--- src/rtl/rr_mux_arbiter.sv ---
// N-channel round-robin arbiter feeding a single registered output word.
// Reset blocks every handshake so no producer sees its word accepted while it is being discarded.
module rr_mux_arbiter #(
  parameter int N_CH = 4,
  parameter int W    = 8
) (
  input  logic                   clk,
  input  logic                   rst,
  input  logic [N_CH-1:0]        in_valid,
  input  logic [N_CH*W-1:0]      in_data,
  output logic [N_CH-1:0]        in_ready,
  output logic                   out_valid,
  output logic [W-1:0]           out_data,
  output logic [$clog2(N_CH)-1:0] out_ch,
  input  logic                   out_ready
);

  localparam int CH_W = $clog2(N_CH);

  logic [CH_W-1:0] ptr;
  logic [CH_W-1:0] gnt_idx;
  logic            gnt_vld;
  logic            load_en;
  logic            xfer;

  assign load_en = ~out_valid | out_ready;
  assign xfer    = load_en & gnt_vld & ~rst;

  // Scan from ptr upward with wrap; the first valid channel wins.
  always_comb begin
    int idx;
    gnt_vld = 1'b0;
    gnt_idx = '0;
    idx     = 0;
    for (int k = 0; k < N_CH; k++) begin
      idx = int'(ptr) + k;
      if (idx >= N_CH) idx = idx - N_CH;
      if (!gnt_vld && in_valid[idx]) begin
        gnt_vld = 1'b1;
        gnt_idx = CH_W'(idx);
      end
    end
  end

  always_comb begin
    in_ready = '0;
    if (xfer) in_ready[gnt_idx] = 1'b1;
  end

  always_ff @(posedge clk) begin
    if (rst) begin
      out_valid <= 1'b0;
      out_data  <= '0;
      out_ch    <= '0;
      ptr       <= '0;
    end else if (xfer) begin
      out_valid <= 1'b1;
      out_data  <= in_data[gnt_idx*W +: W];
      out_ch    <= gnt_idx;
      ptr       <= (gnt_idx == CH_W'(N_CH-1)) ? '0 : gnt_idx + 1'b1;
    end else if (out_ready) begin
      out_valid <= 1'b0;
    end
  end

endmodule

--- config.mk ---
export PLATFORM = sky130hd
export DESIGN_NAME = rr_mux_arbiter
export DESIGN_NICKNAME = d
export VERILOG_FILES = /design/src/rtl/rr_mux_arbiter.sv
export SDC_FILE = /design/constraint.sdc
export NUM_CORES = 1
export LEC_CHECK = 0
export BUFFER_PORTS_ARGS = -buffer_cell sky130_fd_sc_hd__buf_2
export CORE_MARGIN = 2
export CORE_UTILIZATION = 40
export CTS_CLUSTER_DIAMETER = 100
export DETAILED_ROUTE_END_ITERATION = 10
export PLACE_DENSITY = 0.77
export SLEW_MARGIN = 5
export SYNTH_ARGS = -nofsm -noshare
export SYNTH_HDL_FRONTEND = slang
export SYNTH_SLANG_ARGS = --single-unit
export TNS_END_PERCENT = 10
--- constraint.sdc ---
create_clock -name clk -period 2 [get_ports clk]
set_input_delay 0.5 -clock clk [delete_from_list [all_inputs] [get_ports clk]]
set_output_delay 0.5 -clock clk [all_outputs]
set_load 0.01 [all_outputs]
==> flow_summary.yaml, run 1 <==
setup_path:
  start_kind: "flip-flop"
  cp_max_fo: 4
  critPathArrivalTime_ns: 1.58
  worstPathCellList: "nand2b_4 > nor2b_1 > o22a_2 > ha_2 > and2_1 > buf_2"
  required_ns: 1.50
  slowest_delay_ns: 0.34
  cp_slowest_cell: "dfxtp_2"
  critical_path_class: "reg2out"
  endpoint_kind: "output port"
power_and_ir_drop:
  p_total_mw: 0.8437
  ir_worst_vdd_uv: 457.2
  powerDensity_mw_per_mm2: 693.7
  leakage_nw: 0.6314
grt:
  antenna_found_initial: 0
  track_usage_pct: 18.83
  grt_pass1_vias: 826
  grt_overflow: 0
  grt_max_degree: 10
  grt_pass1_wl_um: 3581
timing:
  finalClockSkew_ns: 0.002317
  maxSlewViolCount: 0
  slew_headroom_pct: 79.95
  final-setup-viol-count: 4
  tns_ns: -0.1823
  fmax_mhz: 481.5
  grt_setup_unrepaired: "yes"
  hold_ws_ns: 0.4617
  min_period_ns: 2.077
  final_hold_viol_count: 0
  setup_ws_ns: -0.07679
  final.period_utilization_pct: 103.8
  worst_slew_pin_slew_ns: 0.3007
placement:
  place_congestion: 0.8081
  placed_cells: 171
  dpl_worst_slack_ns: -0.04632
  place_area_sq_mm: 0.001144
  dpl.hpwl_um: 1642
  port_buffers: 53
drt:
  drc: 0
  dr.pass1.iters: 4
  drt_iter0_markers: 14
  antenna_left: 0
  vias: 845
  wl_per_cell_um: 11.63
  drt-vias-per-instance: 4.774
  drt-total-wl_um: 2059
synth:
  ys.flop_type: "dfxtp_1"
  yosysMostFrequentCell: "mux2i_1"
  async_reset_ff_share_pct: 0
  ys_types: 23
  ys_seq_elements: 13
  synth_edf_count: 0
  syn_nets: 123
  seq_area_frac_synth_pct: 32.35
  yosys-top-cells-area: "dfxtp_1 32%, mux2i_1 24%, o221ai_1 8.7%, nand2_1 4.2%, nor2_1 4.2%"
  avgSynthCellArea_sq_um: 9.693
  synth_top_area_share_pct: 32.35
  synth_commonest_cells: "19 x mux2i_1, 13 x dfxtp_1, 9 x nand2_1, 9 x nor2_1, 8 x o221ai_1"
  syn_inst: 83
  yosysTopAreaCell: "dfxtp_1"
  synth_warnings: 0
  synthesis.area_sq_um: 804.5
outcome:
  outcome: "complete, but fails checks"
  violations: "negative setup slack"
clock_tree:
  cts_buffers: 3
  cts_buffer_depth: 2
  cts_tree: "yes"
  ctsHoldBuffers: 0
  clk_pin_slew_worst_paths_ns: 0.07
  cts_sinks: 13
  cts_max_level: 1
  clockRootBuffer: "clkbuf_4"
  clk_latency_ns: 0.27
floorplanning:
  dieArea_sq_mm: 0.002386
  die_h_um: 48.85
  rows: 16
  die_width_um: 48.85
  core-area_sq_mm: 0.001922
  initial_core_util_pct: 41.86
  pin_count: 54
layout:
  nFillCells: 180
  final_layout_size_suffix_gt1_share_pct: 53.33
  nNetsFinal: 191
  finalNonFillerCells: 177
  syn_to_final_growth_pct: 51.17
  diodes: 0
  fin_util_pct: 63.28
  finalInstanceArea_sq_mm: 0.001216
min_path:
  hold_path_class: "reg2reg"
run:
  cap_violations: 0
## cells in the final DEF (no fill, tap or decap)
cell type and n:
buf_2 53, mux2i_1 19, dfxtp_1 11, buf_4 11
nand2_1 9, nor2_1 8, o221ai_1 8, inv_1 4
a21oi_1 3, clkbuf_4 3, nand2b_1 2, buf_6 2
dfxtp_2 2, o22ai_1 1, nand2b_4 1, a211oi_4 1
nor2b_1 1, a21o_1 1, o22a_2 1, nor4_4 1
a21oi_4 1, nor2b_4 1, and2_1 1, nand2_2 1
nor2_2 1, a211oi_1 1, ha_2 1, clkbuf_1 1
## metal layers
metal,track usage (%),share of wire (%),vias to the layer above
met1,23.51,42,379
met5,0,0,-
met3,4.601,5.3,2
met2,30.82,51,26
li1,-,-,438
met4,8.095,0.92,0
## state kept, by name (all words and copies together) (netlist names)
name,count
out_data,8
out_ch,2
ptr,2
out_valid,1
## logic make-up after synthesis
group / count (synthesis) / share of synthesized area (%)
compound gates: 17 / 18.98
fa+ha+maj: 1 / 1.555
buf+inv: 7 / 7.153
flops: 13 / 32.35
mux: 19 / 23.64
simple gates: 26 / 16.33
## path summary, 6_finish.rpt
check	startpoint	to	slack (ns)	cells after the start
worst min-delay path	out_data[1]	out_data[1]	0.46	2
worst max-delay path	ptr[0]	in_ready[3]	-0.08	6
worst max register to register	ptr[1]	out_data[7]	0.35	7
worst min register to register	out_data[1]	out_data[1]	0.46	2
## area by class of cell
cell class              count  area, sq um  area share [%]
multi-input cells          63        508.0           41.77
repair buffers             66        370.4           30.45
flip-flops and latches     13        262.8           21.60
well taps                  27        33.78           2.778
clock buffers               4        26.28           2.160
inverters                   4        15.01           1.235
## power by group
group	internal, mW	total [mW]	switching (mW)
Combinational	0.191	0.358	0.167
Clock	0.0772	0.154	0.0769
Sequential	0.303	0.332	0.0286
## repair_timing
item                                    4_1_cts  5_1_grt
setup buffers                                 2        0
endpoints found under the setup margin        4        4
pin swaps                                     4        2
gates resized for setup                       4        4
cloned                                        0        0
## worst max-delay path, delay by kind of cell, from the launching register on
| family | cells | cell delay [ns] |
|---|---|---|
| simple gates | 3 | 0.38 |
| flops | 1 | 0.34 |
| fa+ha+maj | 1 | 0.17 |
| compound gates | 1 | 0.27 |
| buf+inv | 1 | 0.13 |
Power figures use the tool's default switching activity.
==> run 2, diff against run 1 <==
--- a/config.mk
+++ b/config.mk
@@ -6,11 +6,13 @@
 export NUM_CORES = 1
 export LEC_CHECK = 0
 export BUFFER_PORTS_ARGS = -buffer_cell sky130_fd_sc_hd__buf_2
+export CORE_ASPECT_RATIO = 0.75
 export CORE_MARGIN = 2
 export CORE_UTILIZATION = 40
 export CTS_CLUSTER_DIAMETER = 100
 export DETAILED_ROUTE_END_ITERATION = 10
 export PLACE_DENSITY = 0.77
+export SETUP_SLACK_MARGIN = 0.2
 export SLEW_MARGIN = 5
 export SYNTH_ARGS = -nofsm -noshare
 export SYNTH_HDL_FRONTEND = slang
==> flow_summary.yaml, run 2 (synthesis gave the netlist of run 1 again) <==
outcome:
  outcome: "complete, but fails checks"
  violations: "negative setup slack"
layout:
  largest_reg_flops: 8
  final_layout_size_suffix_gt1_share_pct: 55.86
  multi_input_area_sq_um: 549.3
  diodes: 0
  nNetsFinal: 186
  syn_to_final_growth_pct: 51.79
  final_common_cell: "buf_2"
  regMostFlops: "out_data"
  finalNonFillerCells: 169
  regArea_sq_um: 265.3
  final_cell_mix: "51 x buf_2, 19 x mux2i_1, 11 x dfxtp_1"
  nFillCells: 152
  finalInstanceArea_sq_mm: 0.001221
  top_regs: "out_data: 8 flops, out_ch: 2 flops, ptr: 2 flops"
timing:
  maxSlewViolCount: 0
  final_hold_viol_count: 0
  fmax_mhz: 491.5
  worst_slew_pin_slew_ns: 0.3201
  setup_ws_ns: -0.03470
  tns_ns: -0.1139
  min_period_ns: 2.035
  finalClockSkew_ns: 0.004722
  slew_headroom_pct: 78.50
  final.period_utilization_pct: 101.7
  grt_setup_unrepaired: "yes"
  final-setup-viol-count: 4
drt:
  drc: 0
  wl_per_cell_um: 12.91
  drt-vias-per-instance: 4.976
  dr.pass1.iters: 4
  drt-total-wl_um: 2182
  vias: 841
  drt_iter0_markers: 18
  antenna_left: 0
floorplanning:
  rows: 14
  die_width_um: 55.79
  dieArea_sq_mm: 0.002390
  pin_count: 54
  initial_core_util_pct: 41.38
  die_h_um: 42.84
  core-area_sq_mm: 0.001944
placement:
  dpl.hpwl_um: 1788
  place_area_sq_mm: 0.001157
  placed_cells: 165
  port_buffers: 53
  place_congestion: 0.7799
  dpl_worst_slack_ns: -0.1272
setup_path:
  cp_max_fo: 4
  start_kind: "flip-flop"
  endpoint_kind: "output port"
  critPathArrivalTime_ns: 1.53
  required_ns: 1.50
  critical_path_class: "reg2out"
grt:
  grt_overflow: 0
  grt_max_degree: 13
  grt_pass1_vias: 815
  track_usage_pct: 19.20
  antenna_found_initial: 0
  grt_pass1_wl_um: 3532
power_and_ir_drop:
  p_comb_share_pct: 42.6
  intPower_mw: 0.5704
  p_seq_share_pct: 38.3
  power_switching_mw: 0.3006
  p_total_mw: 0.8711
  switching_share_pct: 34.51
  ir_worst_vdd_uv: 538.9
  leakage_nw: 0.6245
  clockPowerShare_pct: 19.1
  powerDensity_mw_per_mm2: 713.3
clock_tree:
  postCtsSetupBuffers: 0
  cts_buffers: 3
  cts_tree: "yes"
  clockRootBuffer: "clkbuf_4"
  clk_latency_ns: 0.29
  cts_max_level: 1
  cts_buffer_depth: 2
  clk_pin_slew_worst_paths_ns: 0.08
  cts_sinks: 13
  ctsHoldBuffers: 0
min_path:
  hold_path_class: "reg2reg"
run:
  cap_violations: 0
-- run 2: per-stage QoR --
stage	util, %	hold WS [ns]
finish	62.81	0.4605
global route	62.81	0.4737
CTS	62.29	0.4686
detailed placement	59.52	0.4410
global placement	59.52	0.4419
floorplan	-	0.4984
-- run 2: path summary, 6_finish.rpt --
path	slack [ns]	cells after the start	to	start
setup / recovery	-0.03	6	in_ready[3]	ptr[0]
hold / removal	0.46	2	out_data[0]	out_data[0]
setup reg to reg	0.19	7	out_data[3]	ptr[1]
hold reg to reg	0.46	2	out_data[0]	out_data[0]
-- run 2: critical path, cell delays in order (launching register included) --
cell	delay (ns)
dfxtp_2	0.34
nand2b_4	0.14
nor2b_4	0.12
o22a_4	0.25
ha_4	0.15
and2_4	0.13
buf_6	0.11
-- run 2: timing repair --
item | in CTS | in global routing
endpoints found under the setup margin | 7 | 11
pin swaps | 2 | 1
gates resized for setup | 7 | 2
-- run 2: power groups by stage --
stage	clock network [mW]	logic, mW	registers [mW]
6_report	0.167	0.371	0.334
2_1_floorplan	0	0.218	0.351
4_1_cts	0.172	0.366	0.332
5_1_grt	0.181	0.400	0.340
3_5_place_dp	0	0.357	0.335
3_3_place_gp	0	0.343	0.334
-- run 2: cell type report --
type | count | share of cell area [%]
multi-input cells | 63 | 44.98
repair buffers | 61 | 27.36
flip-flops and latches | 13 | 21.72
well taps | 24 | 2.459
clock buffers | 3 | 1.844
inverters | 4 | 1.230
clock inverters | 1 | 0.4098
-- run 2: metal layers --
metal	part of all wire [%]	vias up	track usage, %
li1	-	429	-
met1	42	385	22.57
met2	51	22	32.38
met3	4.3	5	4.878
met4	2.4	0	10.24
met5	0	-	0
==> run 3, diff against run 2 <==
--- a/config.mk
+++ b/config.mk
@@ -8,10 +8,10 @@
 export BUFFER_PORTS_ARGS = -buffer_cell sky130_fd_sc_hd__buf_2
 export CORE_ASPECT_RATIO = 0.75
 export CORE_MARGIN = 2
-export CORE_UTILIZATION = 40
+export CORE_UTILIZATION = 36
 export CTS_CLUSTER_DIAMETER = 100
 export DETAILED_ROUTE_END_ITERATION = 10
-export PLACE_DENSITY = 0.77
+export PLACE_DENSITY = 0.73
 export SETUP_SLACK_MARGIN = 0.2
 export SLEW_MARGIN = 5
 export SYNTH_ARGS = -nofsm -noshare
==> constraint.sdc (replaced) <==
create_clock -name clk -period 1.7 [get_ports clk]
set_input_delay 0.425 -clock clk [delete_from_list [all_inputs] [get_ports clk]]
set_output_delay 0.425 -clock clk [all_outputs]
set_load 0.01 [all_outputs]
==> flow_summary.yaml, run 3 (synthesis gave the netlist of run 1 again) <==
timing:
  fmax_mhz: 514.7
  min_period_ns: 1.943
  tns_ns: -0.9030
  setup_ws_ns: -0.2430
  slew_headroom_pct: 78.19
  grt_setup_unrepaired: "yes"
  final_hold_viol_count: 0
  finalClockSkew_ns: 0.001275
  final.period_utilization_pct: 114.3
  worst_slew_pin_slew_ns: 0.3262
  maxSlewViolCount: 0
  hold_ws_ns: 0.4220
  final-setup-viol-count: 5
grt:
  grt_pass1_vias: 753
  grt_pass1_wl_um: 3174
  grt_overflow: 0
  antenna_found_initial: 0
  grt_max_degree: 14
  track_usage_pct: 15.79
setup_path:
  required_ns: 1.27
  cp_max_fo: 5
  critical_path_class: "reg2out"
  critPathArrivalTime_ns: 1.52
  start_kind: "flip-flop"
  reg2reg_depth: 8
  endpoint_kind: "output port"
placement:
  dpl.hpwl_um: 1686
  dpl_worst_slack_ns: -0.2475
  place_congestion: 0.6745
  port_buffers: 53
  place_area_sq_mm: 0.001170
min_path:
  hold_depth: 2
  hold_path_class: "in2reg"
layout:
  syn_to_final_growth_pct: 58.94
  diodes: 0
  final_common_cell: "buf_2"
  top_regs: "out_data: 8 flops, out_ch: 2 flops, ptr: 2 flops"
  finalInstanceArea_sq_mm: 0.001279
  regMostFlops: "out_data"
  final_layout_size_suffix_gt1_share_pct: 57.33
  final_cell_mix: "52 x buf_2, 19 x mux2i_1, 11 x dfxtp_1"
  nNetsFinal: 191
  largest_reg_flops: 8
power_and_ir_drop:
  p_comb_share_pct: 45.6
  leakage_nw: 0.6512
  switching_share_pct: 32.40
  p_seq_share_pct: 37.1
  powerDensity_mw_per_mm2: 825.7
  intPower_mw: 0.7138
  power_switching_mw: 0.3421
  clockPowerShare_pct: 17.3
  ir_worst_vdd_uv: 446.3
clock_tree:
  cts_max_level: 1
  clockRootBuffer: "clkbuf_4"
  cts_sinks: 13
  cts_buffer_depth: 2
  ctsHoldBuffers: 0
  clk_latency_ns: 0.27
  cts_buffers: 3
  clk_pin_slew_worst_paths_ns: 0.07
  cts_tree: "yes"
outcome:
  violations: "design-rule violations, negative setup slack"
  outcome: "complete, but fails checks"
drt:
  drt-total-wl_um: 2101
  wl_per_cell_um: 12.07
  dr.pass1.iters: 7
  antenna_left: 0
  drt-vias-per-instance: 4.994
  drc: 3
  drt_iter0_markers: 11
  vias: 869
floorplanning:
  rows: 14
  die_width_um: 58.59
  initial_core_util_pct: 38.92
  pin_count: 54
  dieArea_sq_mm: 0.002633
  core-area_sq_mm: 0.002067
  die_h_um: 44.94
run:
  cap_violations: 0
==> run 3: area by class of cell <==
class / instances / area, sq um
Clock buffer: 4 / 26.28
Fill cell: 186 / 788.3
Inverter: 4 / 15.01
Multi-Input combinational cell: 63 / 553.0
Sequential cell: 13 / 265.3
Tap cell: 24 / 30.03
Timing Repair Buffer: 66 / 389.1
==> run 3: power by group through the flow <==
| stage | clock network [mW] | logic [mW] | registers (mW) |
|---|---|---|---|
| floorplan | 0 | 0.257 | 0.413 |
| global placement | 0 | 0.417 | 0.394 |
| detailed placement | 0 | 0.429 | 0.395 |
| CTS | 0.192 | 0.467 | 0.389 |
| global route | 0.205 | 0.523 | 0.398 |
| finish | 0.182 | 0.482 | 0.392 |
==> run 3: final timing paths <==
check,from,end,slack [ns]
max reg2reg,ptr[1],out_data[7],0
min reg2reg,out_data[4],out_data[4],0.46
max,ptr[1],in_ready[3],-0.24
min,rst,ptr[1],0.42
==> run 3: metrics by stage <==
stage / instances / util [%] / power, mW
floorplan: 83 / - / 0.6693
global placement: 165 / 56.60 / 0.8113
detailed placement: 165 / 56.60 / 0.8243
CTS: 173 / 60.65 / 1.048
global route: 174 / 61.86 / 1.125
finish: 174 / 61.86 / 1.056
==> run 3: layer usage <==
| metal | vias up | track usage [%] | wire length, um |
|---|---|---|---|
| met2 | 24 | 25.39 | 1039 |
| met4 | 0 | 5.455 | 23 |
| li1 | 440 | - | - |
| met1 | 400 | 20.18 | 919 |
| met3 | 5 | 5.158 | 119 |
| met5 | - | 0 | 0 |
==> run 3: what timing repair did <==
action | CTS | global route
buffers inserted | 4 | 1
pin swaps | 3 | 8
endpoints found under the setup margin | 13 | 12
gates resized for setup | 6 | 4
==> run 3: worst max-delay path, stage by stage (launching register included) <==
cell and delay (ns):
dfxtp_4 0.40, a21o_1 0.16, a21oi_2 0.07, o22a_4 0.24, ha_4 0.15, and2_4 0.13
buf_6 0.11
